===== src/rtl/popcount_voter.sv =====
// popcount_voter: accumulates the 1 bits of DEPTH words per frame and emits a count plus a mode-selected decision bit
module popcount_voter #(
  parameter int WIDTH = 7,
  parameter int DEPTH = 4,
  localparam int CW = $clog2(WIDTH * DEPTH + 1)
) (
  input  logic             clk,
  input  logic             rst_n,
  input  logic             in_valid,
  output logic             in_ready,
  input  logic [WIDTH-1:0] in_data,
  input  logic [1:0]       mode,
  input  logic [CW-1:0]    thresh,
  output logic             out_valid,
  input  logic             out_ready,
  output logic             out_bit,
  output logic [CW-1:0]    out_count
);
  localparam int NW = DEPTH > 1 ? $clog2(DEPTH) : 1;
  localparam int TOT = WIDTH * DEPTH;
  typedef enum logic {ACC, OUT} state_t;
  state_t state, state_nxt;
  logic [NW-1:0] cnt;
  logic [CW-1:0] acc, pc, sum, thresh_r, th_eff;
  logic [1:0] mode_r, mode_eff;
  logic live, take, first, last, dec;
  // live holds in_ready low until the first edge after reset release
  assign in_ready = live && state == ACC;
  assign out_valid = state == OUT;
  assign take = in_valid && in_ready;
  assign first = cnt == '0;
  assign last = cnt == NW'(DEPTH - 1);
  assign sum = acc + pc;
  // population count of the incoming word
  always_comb begin
    pc = '0;
    for (int i = 0; i < WIDTH; i++) pc = pc + CW'(in_data[i]);
  end
  // word 0 decides with the live mode/thresh since the registered copies load on the same edge
  always_comb begin
    mode_eff = first ? mode : mode_r;
    th_eff = first ? thresh : thresh_r;
    dec = mode_eff == 2'b00 ? {sum, 1'b0} > (CW + 1)'(TOT) :
          mode_eff == 2'b01 ? sum[0] :
          mode_eff == 2'b10 ? sum >= th_eff : sum != '0;
  end
  // state register
  always_ff @(posedge clk or negedge rst_n) begin
    if (!rst_n) state <= ACC;
    else state <= state_nxt;
  end
  // next state: leave ACC on the last word, leave OUT on the result handshake
  always_comb begin
    state_nxt = state;
    if (state == ACC) state_nxt = take && last ? OUT : ACC;
    else state_nxt = out_ready ? ACC : OUT;
  end
  // accumulator, word counter, per-frame settings and held result
  always_ff @(posedge clk or negedge rst_n) begin
    if (!rst_n) begin
      live <= 1'b0;
      acc <= '0;
      cnt <= '0;
      mode_r <= '0;
      thresh_r <= '0;
      out_bit <= 1'b0;
      out_count <= '0;
    end else begin
      live <= 1'b1;
      if (state == OUT) begin
        if (out_ready) begin
          acc <= '0;
          cnt <= '0;
        end
      end else if (take) begin
        acc <= sum;
        cnt <= last ? '0 : cnt + NW'(1);
        if (first) begin
          mode_r <= mode;
          thresh_r <= thresh;
        end
        if (last) begin
          out_count <= sum;
          out_bit <= dec;
        end
      end
    end
  end
endmodule


===== config.mk =====
export PLATFORM = sky130hd
export DESIGN_NAME = popcount_voter
export DESIGN_NICKNAME = d
export VERILOG_FILES = /design/src/rtl/popcount_voter.sv
export SDC_FILE = /design/constraint.sdc
export NUM_CORES = 1
export LEC_CHECK = 0
export BUFFER_PORTS_ARGS = -buffer_cell sky130_fd_sc_hd__buf_2
export CAP_MARGIN = 20
export CORE_MARGIN = 4
export CORE_UTILIZATION = 55
export DETAILED_ROUTE_END_ITERATION = 10
export PLACE_DENSITY = 0.79
export SLEW_MARGIN = 10
export SYNTH_ARGS = -nofsm -noshare
export SYNTH_HDL_FRONTEND = slang
export SYNTH_SLANG_ARGS = --single-unit

===== constraint.sdc =====
create_clock -name clk -period 3.35 [get_ports clk]
set_clock_uncertainty 0.05 [all_clocks]
set_input_delay 0.67 -clock clk [delete_from_list [all_inputs] [get_ports clk]]
set_output_delay 0.67 -clock clk [all_outputs]
set_load 0.02 [all_outputs]

==> impl_metrics.csv <==
group,metric,value,unit
cts,root_buffer,"clkbuf_4",
setup_path,r2r_slack,0.53,ns
setup_path,reg2reg_from,"acc[0]",
timing,fin_crit,3.847,ns
logic_synthesis,synth_edf_count,0,
routing,dr.pass1.iters,4,
setup_path,r2r_end,"out_bit",
global_route,grt_max_degree,24,
cts,cts-htree-levels,1,
placement,gp_congestion,0.8840,
run,cap_violations,0,
timing,hold_violations,0,
routing,drc,0,
floorplan,core_area,0.002455,mm2
timing,relSlewSlack,48.74,%
run_status,status,"complete, but fails checks",
global_route,antenna_found_initial,0,
setup_path,cp-end-kind,"flop",
global_route,overflow,0,
global_route,grt_usage,20.56,%
logic_synthesis,synth-async-reset-ratio,100.0,%
logic_synthesis,syn_inst,143,
cts,clk_latency,0.33,ns
setup_path,cp_num_buf_inv,3,
setup_path,path_class,"primary input to flop",
cts,cts_sinks,22,
setup_path,start_kind,"primary input",
layout,layout_common_cells,"24 x buf_2, 22 x dfrtp_1, 16 x inv_1, 13 x nand2_1, 13 x o21ai_1",
floorplan,ios,26,
cts,cts_made_buffers,3,
placement,dpl-instance-area,0.001649,mm2
routing,viasPerCell,5.602,
routing,ant_nets,0,
timing,tns,-0.9057,ns
setup_path,cp.arrival,4.04,ns
logic_synthesis,ys_ff_latch,22,
timing,fin_ws,-0.4973,ns
layout,n_antenna_cell,0,
layout,layout.nets,216,
layout,area_growth_syn_to_layout,27.29,%
floorplan,fp.dieH,58.59,um
logic_synthesis,ys_seq_area_share,39.11,%
logic_synthesis,ys_types,40,
timing,setup_viol,3,
global_route,grt_pass1_vias,1283,
timing,slew_viol_final,0,
run_status,failed_checks,"setup timing",
timing,worst_pin_slew,0.7670,ns
timing,holdWs,0.2286,ns
setup_path,cp_top_family,"adder cells",
timing,fmax,259.9,MHz
placement,hpwl,2.522,mm
floorplan,start_util,57.34,%
setup_path,path_cells,"buf_6, fa_1, inv_1, fa_1, fa_1, inv_1, ha_2, fa_2, a211oi_4, nor3b_4, nor4_2, o41ai_1, a31oi_1",
cts,clk_pin_slew,0.13,ns
logic_synthesis,yosysWarnings,0,
power,p_per_area,1188,mW/mm2
floorplan,dieWidth,58.59,um
timing,rsz0062_at_grt,"yes",
setup_path,crit_top_cell,"fa_1",
routing,drt_iter0_markers,44,
logic_synthesis,syn_nets,177,
logic_synthesis,synth_ff_type,"dfrtp_1",
logic_synthesis,syn-cell-area,0.001408,mm2
power,total_leakage_power,0.9099,nW
worst_hold_path,hold_class,"primary input to async pin",
cts,clock_path_buffers,2,
setup_path,r2r_cells,10,
routing,via_count,1182,
timing,post-route-period-util,114.8,%
layout,final_common_cell,"buf_2",
setup_path,cp.required,3.54,ns
floorplan,die_area,0.003433,mm2
setup_path,cp_slowest_cell,"fa_1",
power,ir_drop,0.0008924,V
setup_path,slowest_delay,0.53,ns
layout,drive_above_1_share,35.91,%
floorplan,rows,18,
routing,wirelength,3.413,mm
placement,portBuffers,25,
setup_path,path_max_fanout,4,
global_route,grt_pass1_wl,5.457,mm
routing,routedWlPerCell,16.18,um
logic_synthesis,syn-mean-instance-area,9.843,um2
cts,cts_tree,"done",
layout,design_area,0.001792,mm2
## power breakdown
group | switching (mW) | internal, mW
Clock | 0.0872 | 0.121
Sequential | 0.0736 | 0.384
Combinational | 0.769 | 0.693
## flip-flops by register name (all words and copies together) (netlist names)
register / flops
live: 1
thresh_r: 5
out_bit: 1
acc: 5
cnt: 2
mode_r: 2
out_count: 5
out_valid: 1
## repair_timing
item | in CTS | in global routing
resized for setup | 7 | 10
setup buffers | 2 | 2
pin swaps | 5 | 5
hold buffers | 0 | 0
setup endpoints to repair | 5 | 5
## layer usage
metal / GRT usage, % / routed length, um
met3: 4.386 / 149
met4: 3.236 / 23
met1: 22.83 / 1389
met2: 40.35 / 1850
met5: 0 / 0
## layout make-up
cell class	count	area, um2
clock buffers	3	22.52
clock inverters	1	30.03
fillers	178	663.1
inverters	19	71.32
multi-input cells	98	839.6
flip-flops and latches	22	550.5
well taps	30	37.54
repair buffers	38	240.2
## cells by family after synthesis
group                      Yosys count  share of synthesized area [%]
other                                1                         0.2664
DFF                                 22                          39.11
buffers and inverters               23                          6.755
adders and majority gates           16                          16.36
AOI/OAI and AO/OA                   32                          14.76
muxes                               11                          8.355
xor gates and xnor gates             1                         0.6223
and+or+nand+nor                     37                          13.78
## worst max path at each step
stage,endpoint,cells past startpoint,startpoint
finish,out_bit,13,in_data[0]
global route,out_bit,13,in_data[0]
global placement,out_bit,13,in_data[0]
detailed placement,out_bit,13,in_data[0]
CTS,out_bit,15,in_data[0]
floorplan,out_bit,14,in_data[0]
## worst reg2reg max path, cell delays in order (launching register included)
cell,delay (ns)
dfrtp_1,0.39
inv_1,0.07
fa_1,0.52
inv_1,0.05
ha_2,0.17
fa_2,0.39
a211oi_4,0.36
nor3b_4,0.11
nor4_2,0.33
o41ai_1,0.11
a31oi_1,0.17
## synthesized netlist by cell type, types with 2 or more instances
| master | count | area (um2) |
|---|---|---|
| o21ai_1 | 15 | 75.07 |
| nand2_1 | 13 | 48.80 |
| o21ai_0 | 3 | 15.01 |
| a21oi_1 | 2 | 10.01 |
| dfrtp_1 | 22 | 550.5 |
| ha_1 | 12 | 150.1 |
| nand4_1 | 2 | 12.51 |
| mux2_2 | 4 | 45.04 |
| inv_1 | 18 | 67.56 |
| fa_1 | 4 | 80.08 |
| nor3_1 | 2 | 10.01 |
| mux2i_1 | 5 | 50.05 |
| nor2_1 | 4 | 15.01 |
| nand3_1 | 8 | 40.04 |
| mux2_1 | 2 | 22.52 |
| nand2b_1 | 2 | 12.51 |
| clkbuf_1 | 2 | 7.510 |
## per-stage QoR
step	cells	setup WS (ns)	util (%)	power [mW]
5_1_grt	211	-0.6430	72.99	2.291
6_report	211	-0.4973	72.99	2.128
3_3_place_gp	206	-0.6983	67.18	1.642
3_5_place_dp	206	-0.8127	67.18	1.712
4_1_cts	211	-0.4415	71.00	1.986
2_1_floorplan	143	-0.5196	-	1.253
(Power assumes the default switching activity.)
